## src/rtl/tictactoe_pkg.sv

```systemverilog
// Shared types and constants for the tic-tac-toe board: FSM states,
// winner codes and the eight three-in-a-row masks.
package tictactoe_pkg;

  typedef enum logic [1:0] {
    HUMAN_TURN = 2'd0,
    AI_TURN    = 2'd1,
    CHECK      = 2'd2,
    GAME_OVER  = 2'd3
  } state_t;

  localparam logic [1:0] WIN_NONE = 2'b00;
  localparam logic [1:0] WIN_X    = 2'b01;
  localparam logic [1:0] WIN_O    = 2'b10;
  localparam logic [1:0] WIN_DRAW = 2'b11;

  localparam int NUM_LINES = 8;

  // Bit n of a mask is cell n (a..i). Element 0 is the rightmost entry.
  localparam logic [NUM_LINES-1:0][8:0] WIN_LINES = {
    9'h054, 9'h111,          // diagonals 2-4-6, 0-4-8
    9'h124, 9'h092, 9'h049,  // columns 2-5-8, 1-4-7, 0-3-6
    9'h1C0, 9'h038, 9'h007   // rows 6-7-8, 3-4-5, 0-1-2
  };

endpackage

```

## src/rtl/tictactoe_win_check.sv

```systemverilog
// Combinational three-in-a-row detector for one player's ownership vector.
module tictactoe_win_check
  import tictactoe_pkg::*;
(
  input  logic [8:0] cells,
  output logic       win
);

  logic [NUM_LINES-1:0] hit;

  for (genvar k = 0; k < NUM_LINES; k++) begin : g_line
    assign hit[k] = (cells & WIN_LINES[k]) == WIN_LINES[k];
  end

  assign win = |hit;

endmodule

```

## src/rtl/tictactoe_board.sv

```systemverilog
// Board state and move arbiter: edge-detects both press sources, validates
// moves, alternates turns and latches the game result.
module tictactoe_board
  import tictactoe_pkg::*;
#(
  parameter int FIRST_PLAYER = 0
) (
  input  logic       clk,
  input  logic       reset,
  input  logic [8:0] human_btn,
  input  logic [8:0] ai_btn,
  output logic       a,
  output logic       b,
  output logic       c,
  output logic       d,
  output logic       e,
  output logic       f,
  output logic       g,
  output logic       h,
  output logic       i,
  output logic [8:0] x_cells,
  output logic [8:0] o_cells,
  output logic       ai_turn,
  output logic       game_over,
  output logic [1:0] winner,
  output logic       illegal_move
);

  localparam state_t START = (FIRST_PLAYER != 0) ? AI_TURN : HUMAN_TURN;

  state_t     state, state_next;
  logic [8:0] human_q, ai_q;
  logic [8:0] h_rise, a_rise, occ;
  logic [8:0] x_next, o_next;
  logic [1:0] winner_next;
  logic       over_next, illegal_next;
  logic       mover, mover_next;  // 0: X moved last, 1: O moved last
  logic       win;

  assign h_rise = human_btn & ~human_q;
  assign a_rise = ai_btn & ~ai_q;
  assign occ    = x_cells | o_cells;

  tictactoe_win_check u_win (
    .cells (mover ? o_cells : x_cells),
    .win   (win)
  );

  always_comb begin
    state_next   = state;
    x_next       = x_cells;
    o_next       = o_cells;
    winner_next  = winner;
    over_next    = game_over;
    illegal_next = 1'b0;
    mover_next   = mover;
    case (state)
      HUMAN_TURN:
        if ($onehot(h_rise)) begin
          if (|(h_rise & occ)) illegal_next = 1'b1;
          else begin
            x_next     = x_cells | h_rise;
            mover_next = 1'b0;
            state_next = CHECK;
          end
        end
      AI_TURN:
        if ($onehot(a_rise)) begin
          if (|(a_rise & occ)) illegal_next = 1'b1;
          else begin
            o_next     = o_cells | a_rise;
            mover_next = 1'b1;
            state_next = CHECK;
          end
        end
      CHECK:
        if (win) begin
          state_next  = GAME_OVER;
          over_next   = 1'b1;
          winner_next = mover ? WIN_O : WIN_X;
        end else if (&occ) begin
          state_next  = GAME_OVER;
          over_next   = 1'b1;
          winner_next = WIN_DRAW;
        end else begin
          state_next  = mover ? HUMAN_TURN : AI_TURN;
        end
      default: ;
    endcase
  end

  always_ff @(posedge clk) begin
    if (!reset) state <= START;
    else        state <= state_next;
  end

  // All-ones history means a level held through reset must drop before it counts.
  always_ff @(posedge clk) begin
    if (!reset) begin
      human_q      <= 9'h1FF;
      ai_q         <= 9'h1FF;
      x_cells      <= '0;
      o_cells      <= '0;
      winner       <= WIN_NONE;
      game_over    <= 1'b0;
      illegal_move <= 1'b0;
      mover        <= 1'b0;
    end else begin
      human_q      <= human_btn;
      ai_q         <= ai_btn;
      x_cells      <= x_next;
      o_cells      <= o_next;
      winner       <= winner_next;
      game_over    <= over_next;
      illegal_move <= illegal_next;
      mover        <= mover_next;
    end
  end

  assign {i, h, g, f, e, d, c, b, a} = occ;
  assign ai_turn = (state == AI_TURN);

endmodule

```

## config.mk

```make
export PLATFORM = sky130hd
export DESIGN_NAME = tictactoe_board
export DESIGN_NICKNAME = d
export VERILOG_FILES = /design/src/rtl/tictactoe_pkg.sv /design/src/rtl/tictactoe_win_check.sv /design/src/rtl/tictactoe_board.sv
export SDC_FILE = /design/constraint.sdc
export NUM_CORES = 1
export LEC_CHECK = 0
export ABC_AREA = 0
export CORE_MARGIN = 5
export CORE_UTILIZATION = 53
export CTS_CLUSTER_DIAMETER = 100
export DETAILED_ROUTE_END_ITERATION = 7
export PLACE_DENSITY = 0.94
export REMOVE_ABC_BUFFERS = 1
export SLEW_MARGIN = 20
export SYNTH_ARGS = -nofsm -noshare
export SYNTH_HDL_FRONTEND = slang
export SYNTH_SLANG_ARGS = --single-unit
```

## constraint.sdc

```tcl
create_clock -name clk -period 7.46 [get_ports clk]
set_clock_uncertainty 0.1 [all_clocks]
set_input_delay 1.492 -clock clk [delete_from_list [all_inputs] [get_ports clk]]
set_output_delay 1.492 -clock clk [all_outputs]
set_load 0.01 [all_outputs]
```

==> parameters.txt, run 1 <==
Parameter                              Value

Setup path
  Setup CP Type    in -> reg
  Worst reg2reg path endpoint    x_cells[3]$_SDFFE_PN0P_
  Max FO, Critical Path    10
  Worst Reg2Reg Path Length in Cells    15
  Launch point of the worst reg-to-reg path    human_q[0]$_SDFF_PN1_
  Type of origin of the critical path    input port
  CP Data Required Time    7.60 ns
  Reg-to-reg setup timing slack    2.59 ns
  CP Capture Type    flip-flop
  WP data arrival    6.40 ns

Timing
  Slew margin rel.    between 60% and 70%
  Count of final max-slew check failures    0
  Time the worst path needs with I/O delays and setup    between 6 and 7 ns
  Unrepaired setup endpoints after global routing    false
  Aggregate negative setup slack    0 ns
  Period Utilization, post-route    84.0%
  Fin worst setup slack    1.19 ns
  Setup-violating endpoint count in the final report    0
  Actual slew at the worst max-slew pin    ~0.59 ns
  Highest achievable clock rate    160 MHz
  Hold Vio Cnt, Final    0

Yosys
  Most used standard cell by instance count after synthesis    dfxtp_1
  Distinct cell type count of the synthesized netlist    45
  Multiplexer fraction of the synthesized cell area    under 10%
  Async set or reset register ratio after synthesis    0%
  Post-synthesis xor/xnor area fraction    0%
  Sequential cell area fraction in the yosys report    38.6%
  Synthesized area per cell    9.30 um^2
  Cell types with the largest area share after synthesis    dfxtp_1 (39%), nor2b_1 (10%), fa_1 (9.0%)
  Compound-gate portion of the synthesized area    16.3%
  Post-synthesis cell area    between 2000 and 2500 um^2
  EDFF count, synth    0
  Cells after synthesis    240
  Most frequent cells after synthesis    dfxtp_1 (43), nor2b_1 (37), inv_1 (25)
  Synth Warn #    0
  Synthesized-area fraction occupied by and/or/nand/nor cells    between 20 and 30%
  Largest family of logic cells by synthesized area    simple AND/OR/NAND/NOR gates
  Post-synth top area share    38.6%
  Ys flop type    dfxtp_1
  Arithmetic-cell share of the synthesized area counting full adders, half adders and majority gates    11.2%
  Number of flip-flops and latches in the synthesized netlist    43
  Library cell with the largest summed area after synthesis    dfxtp_1

Final layout
  Fraction of layout instances using a drive strength above 1    5.46%
  Final cell area excluding filler cells    2890 um^2
  Count of inserted antenna diode cells    0
  Multi-input logic area    about 1200 um^2
  FF+latch area    861 um^2
  Area added between synthesis and finish    29.4%
  Layout Nets    around 330
  Fill cell count    308

Min path
  Hold endpoint    game_over$_SDFFE_PN0P_
  Count of cells along the worst hold path    1
  Critical hold path startpoint    game_over$_SDFFE_PN0P_
  Worst min-delay path class    reg -> reg

CTS
  Clock buffer count from CTS    5
  H-tree levels    2
  Post-CTS resize count    0
  Clock transition at the register clock pins on the worst setup and hold paths after CTS    0.07 ns
  Buffer levels on the longest clock path    2
  Clock Root Buffer    clkbuf_8
  # Post-CTS Setup Buffers    0
  TritonCTS clock tree    built
  Hold buffer count at CTS    0
  Clock sink count    43
  Clock network latency to the later pin of the worst-skew pair    0.30 ns

Job
  # Max-Cap Violations    0

Power
  IR Drop Worst-Case VDD    0.133 mV
  Internal Pwr Total    0.411 mW
  Pwr Density    199 nW/um^2
  Part of the power in registers    between 40% and 50%
  Comb power frac    between 20 and 25%
  Leakage power    1.11 nW
  Reported net switching power    0.163 mW
  Final total power    0.574 mW
  Net switching share of the total power    28.5%
  Part of the total power dissipated in the clock network    30.2%

Placement
  Half-perimeter wire length after placement    around 4.1 mm
  Placement Cell Area    2790 um^2
  Final RePlAce weighted congestion    ~0.94
  Post-Place Worst Slack    0.968 ns
  IO Port Bufs    51

Die
  Die X    74.9 um
  I/O pin cnt    52
  Initial core utilization    55.4%
  Rows    23
  Die Height    74.9 um
  Core region area    4030 um^2
  Area of the die    5610 um^2

Global routing
  Global-route wire length before repair    9.13 mm
  GR Util All Layers    21.7%
  Number of antenna violations at the first check in global routing    0
  Maximum number of pins on one net before global-route repair    between 40 and 50
  Total gr overflow    0
  Via count of the first global-routing pass    1925

Detailed routing
  Post-DR wirelength/cell    between 15 and 20 um
  Total wire length    5.61 mm
  # DRC    0
  Remaining number of nets flagged by the antenna check after routing    0
  Vias per std cell    5.81
  Vias post-DR    between 1500 and 2000
  Pre-Repair DR Iteration Count    5
  Drt initial violations    174

Status
  Result of the run    complete, no violations
-- state kept, by name, summed over array words and instances, names as in the netlist --
name          count
ai_q              9
human_q           9
o_cells           9
x_cells           9
state             2
winner            2
game_over         1
illegal_move      1
mover             1
-- critical path, cell delays in order --
cell and delay, ns:
clkdlybuf4s50_1 0.47, nor2b_1 0.27, inv_1 0.11, fa_1 0.54, inv_1 0.06, fa_1 0.51, fa_1 0.55, inv_1 0.06
fa_1 0.46, fa_1 0.40, nor3b_1 0.20, a21oi_1 0.09, nor4b_1 0.44, and4b_1 0.50, a21oi_1 0.13, nor2b_1 0.13
-- worst max-delay path by stage --
| stage | startpoint | to | slack (ns) | depth (start not counted) |
|---|---|---|---|---|
| after floorplan | human_btn[0] | x_cells[8]$_SDFFE_PN0P_ | 1.89 | 15 |
| after global placement | human_btn[0] | x_cells[2]$_SDFFE_PN0P_ | 1.13 | 16 |
| after detailed placement | human_btn[0] | x_cells[3]$_SDFFE_PN0P_ | 0.97 | 16 |
| after CTS | human_btn[0] | x_cells[3]$_SDFFE_PN0P_ | 1.25 | 16 |
| after global routing | human_btn[0] | x_cells[3]$_SDFFE_PN0P_ | 0.87 | 16 |
| final | human_btn[0] | x_cells[3]$_SDFFE_PN0P_ | 1.19 | 16 |
-- cell usage in the layout (no fill, tap or decap), types with 3 or more instances in the layout --
cell type	n
or2_2	3
ha_1	4
nand4_1	3
nor2b_1	37
a22oi_1	11
clkbuf_8	5
nand3_1	5
nand2b_1	21
inv_1	25
fa_1	10
nor2_1	4
dfxtp_1	43
o21ai_0	3
a21oi_1	20
or2_1	5
nand2_1	8
clkdlybuf4s50_1	51
-- through the flow --
step           utilization [%]  hold WS [ns]  instances
2_1_floorplan                -         0.409        234
3_3_place_gp              69.1         0.350        336
3_5_place_dp              69.1         0.358        336
4_1_cts                   71.7         0.376        343
5_1_grt                   71.7         0.416        343
6_report                  71.7         0.372        343
-- layer usage --
layer,vias up,wire [um],GRT usage (%)
met2,113,2670,36.1
met3,22,486,6.81
met5,-,0,0
met4,0,178,8.89
li1,919,-,-
met1,938,2280,26.1
-- final cells by class --
cell class / count / area share, %
Timing Repair Buffer: 52 / 17.9
Clock buffer: 6 / 2.51
Tap cell: 50 / 2.17
Clock inverter: 1 / 1.04
Multi-Input combinational cell: 166 / 43.3
Inverter: 25 / 3.25
Sequential cell: 43 / 29.8
-- power groups by stage --
stage                     logic (mW)  registers (mW)  clock network, mW
final                          0.139           0.262              0.173
after global placement         0.133           0.266                  0
after global routing           0.153           0.265              0.187
after detailed placement       0.137           0.266                  0
after CTS                      0.138           0.261              0.177
after floorplan               0.0818           0.263                  0
-- cells by family (layout without fill, tap and decap cells) --
kind of cell               count (synthesis)  count (layout)
and+or+nand+nor                           96              96
AOI/OAI and AO/OA                         53              53
DFF                                       43              43
buffers and inverters                     31              84
adders and majority gates                 14              14
muxes                                      3               3
(Power assumes the default switching activity.)
==> run 2, diff against run 1 <==
--- a/config.mk
+++ b/config.mk
@@ -7,10 +7,10 @@
 export LEC_CHECK = 0
 export ABC_AREA = 0
 export CORE_MARGIN = 5
-export CORE_UTILIZATION = 53
+export CORE_UTILIZATION = 50
 export CTS_CLUSTER_DIAMETER = 100
 export DETAILED_ROUTE_END_ITERATION = 7
-export PLACE_DENSITY = 0.94
+export PLACE_DENSITY = 0.9
 export REMOVE_ABC_BUFFERS = 1
 export SLEW_MARGIN = 20
 export SYNTH_ARGS = -nofsm -noshare
==> constraint.sdc (replaced) <==
create_clock -name clk -period 6.28 [get_ports clk]
set_clock_uncertainty 0.1 [all_clocks]
set_input_delay 1.256 -clock clk [delete_from_list [all_inputs] [get_ports clk]]
set_output_delay 1.256 -clock clk [all_outputs]
set_load 0.01 [all_outputs]
==> parameters.txt, run 2 (synthesized netlist as in run 1, its figures left out) <==
Parameter                              Value

Job
  # Max-Cap Violations    0 (unchanged)

Setup path
  Type of origin of the critical path    input port (unchanged)
  Library cell contributing the largest single delay on the critical path    fa_1 (unchanged)
  Max FO, Critical Path    10 (unchanged)
  CP Data Required Time    6.41 ns (was 7.60 ns)
  WP data arrival    5.93 ns (was 6.40 ns)
  Setup CP Type    in -> reg (unchanged)
  Delay contributed by the slowest stage of the critical path    0.54 ns (was 0.55 ns)
  Count of buffer and inverter cells on the critical path    4 (unchanged)
  Largest delay contributor family on the critical path    adder cells (unchanged)
  Cell type with the highest occurrence count on the critical path    fa_1 (unchanged)
  Critical Path, Cell by Cell    clkdlybuf4s50_1, nor2b_1, inv_1, fa_1, inv_1, fa_1, fa_1, inv_1, fa_1, fa_1, nor3b_1, a21oi_1, nor4b_1, and4b_1, a21oi_1, nor2b_1 (unchanged)
  CP Capture Type    flip-flop (unchanged)

Final layout
  Top library cells by usage in the layout, fill and taps aside    clkdlybuf4s50_1 (51), dfxtp_1 (43), nor2b_1 (37), inv_1 (25), nand2b_1 (21) (unchanged)
  Fill cell count    374 (was 308)
  Layout Nets    330 (was 327)
  Count of inserted antenna diode cells    0 (unchanged)
  Fraction of layout instances using a drive strength above 1    6.40% (was 5.46%)
  Final Non-Filler Cells    349 (was 343)
  Area added between synthesis and finish    29.5% (was 29.4%)
  Most common library cell in the layout ignoring fill and taps    clkdlybuf4s50_1 (unchanged)

CTS
  TritonCTS clock tree    built (unchanged)
  Clock buffer count from CTS    5 (unchanged)
  Buffer levels on the longest clock path    2 (unchanged)
  Hold buffer count at CTS    0 (unchanged)
  Clock transition at the register clock pins on the worst setup and hold paths after CTS    0.08 ns (was 0.07 ns)
  H-tree levels    2 (unchanged)
  Post-CTS resize count    0 (unchanged)
  Clock sink count    43 (unchanged)
  Clock network latency to the later pin of the worst-skew pair    0.30 ns (about the same)
  Clock Root Buffer    clkbuf_8 (unchanged)
  # Post-CTS Setup Buffers    0 (unchanged)

Timing
  Setup-violating endpoint count in the final report    0 (unchanged)
  Highest achievable clock rate    173 MHz
  Time the worst path needs with I/O delays and setup    5.79 ns
  Count of final max-slew check failures    0 (unchanged)
  Hold Vio Cnt, Final    0 (unchanged)
  Slew margin rel.    72.4% (was 60.6%)
  Period Utilization, post-route    92.2%
  Actual slew at the worst max-slew pin    0.414 ns (was 0.589 ns)
  Unrepaired setup endpoints after global routing    false (unchanged)
  Aggregate negative setup slack    0 ns (unchanged)

Detailed routing
  Vias post-DR    1941 (was 1992)
  Total wire length    5.67 mm (was 5.61 mm)
  Pre-Repair DR Iteration Count    4 (was 5)
  Remaining number of nets flagged by the antenna check after routing    0 (unchanged)
  # DRC    0 (unchanged)
  Post-DR wirelength/cell    16.3 um (was 16.4 um)
  Drt initial violations    190 (was 174)
  Vias per std cell    5.56 (was 5.81)

Status
  Result of the run    complete, no violations (unchanged)

Placement
  Final RePlAce weighted congestion    0.877 (was 0.945)
  Half-perimeter wire length after placement    4.39 mm (was 4.13 mm)
  Number of placed instances, taps included    341 (was 336)
  IO Port Bufs    51 (unchanged)

Die
  Die Height    76.8 um (was 74.9 um)
  Rows    24 (was 23)
  Area of the die    5900 um^2 (was 5610 um^2)
  Core region area    4350 um^2 (was 4030 um^2)
  I/O pin cnt    52 (unchanged)
  Die X    76.8 um (was 74.9 um)
  Initial core utilization    51.3% (was 55.4%)

Global routing
  Maximum number of pins on one net before global-route repair    45 (unchanged)
  Global-route wire length before repair    9.69 mm (was 9.13 mm)
  GR Util All Layers    20.2% (was 21.7%)
  Number of antenna violations at the first check in global routing    0 (unchanged)
  Via count of the first global-routing pass    1954 (was 1925)
  Total gr overflow    0 (unchanged)

Power
  Pwr Density    227 nW/um^2 (was 199 nW/um^2)
  Leakage power    1.12 nW (was 1.11 nW)
  Final total power    0.658 mW (was 0.574 mW)
  IR Drop Worst-Case VDD    0.153 mV (was 0.133 mV)

Min path
  Worst min-delay path class    reg -> reg (unchanged)
## run 2: where the power goes
group / internal [mW] / switching [mW] / total [mW] / leakage, nW
sequential: 0.290 / 0.0213 / 0.312 / 0.353
clock: 0.0781 / 0.0935 / 0.172 / 0.0422
combinational: 0.0885 / 0.0859 / 0.174 / 0.722
## run 2: final timing paths
check | to | start | slack [ns] | cells after the start
hold reg to reg | game_over$_SDFFE_PN0P_ | game_over$_SDFFE_PN0P_ | 0.37 | 1
setup reg to reg | x_cells[4]$_SDFFE_PN0P_ | human_q[0]$_SDFF_PN1_ | 1.63 | 15
hold / removal | game_over$_SDFFE_PN0P_ | game_over$_SDFFE_PN0P_ | 0.37 | 1
setup / recovery | x_cells[4]$_SDFFE_PN0P_ | human_btn[0] | 0.49 | 16
## run 2: layer usage
metal | global-route usage (%) | share of wire, % | up-vias
li1 | - | - | 922
met1 | 26.9 | 43 | 930
met2 | 31.2 | 48 | 75
met3 | 4.80 | 6.7 | 14
met4 | 8.92 | 2.3 | 0
met5 | 0 | 0 | -
## run 2: layout make-up
type / instances / area [um^2] / area share [%]
multi-input cells: 166 / 1250 / 43.2
clock inverters: 1 / 5.00 / 0.173
flip-flops and latches: 43 / 861 / 29.8
repair buffers: 55 / 541 / 18.7
well taps: 52 / 65.1 / 2.25
inverters: 25 / 93.8 / 3.25
clock buffers: 7 / 76.3 / 2.64
## run 2: metrics by stage
step           util, %  hold WS, ns  cell area [um^2]  setup slack [ns]
6_report          66.4        0.374              2890             0.488
5_1_grt           66.4        0.401              2890             0.155
4_1_cts           66.4        0.376              2890             0.495
3_5_place_dp      64.5        0.357              2810             0.206
3_3_place_gp      64.5        0.351              2810             0.317
2_1_floorplan        -        0.409              2200             0.943
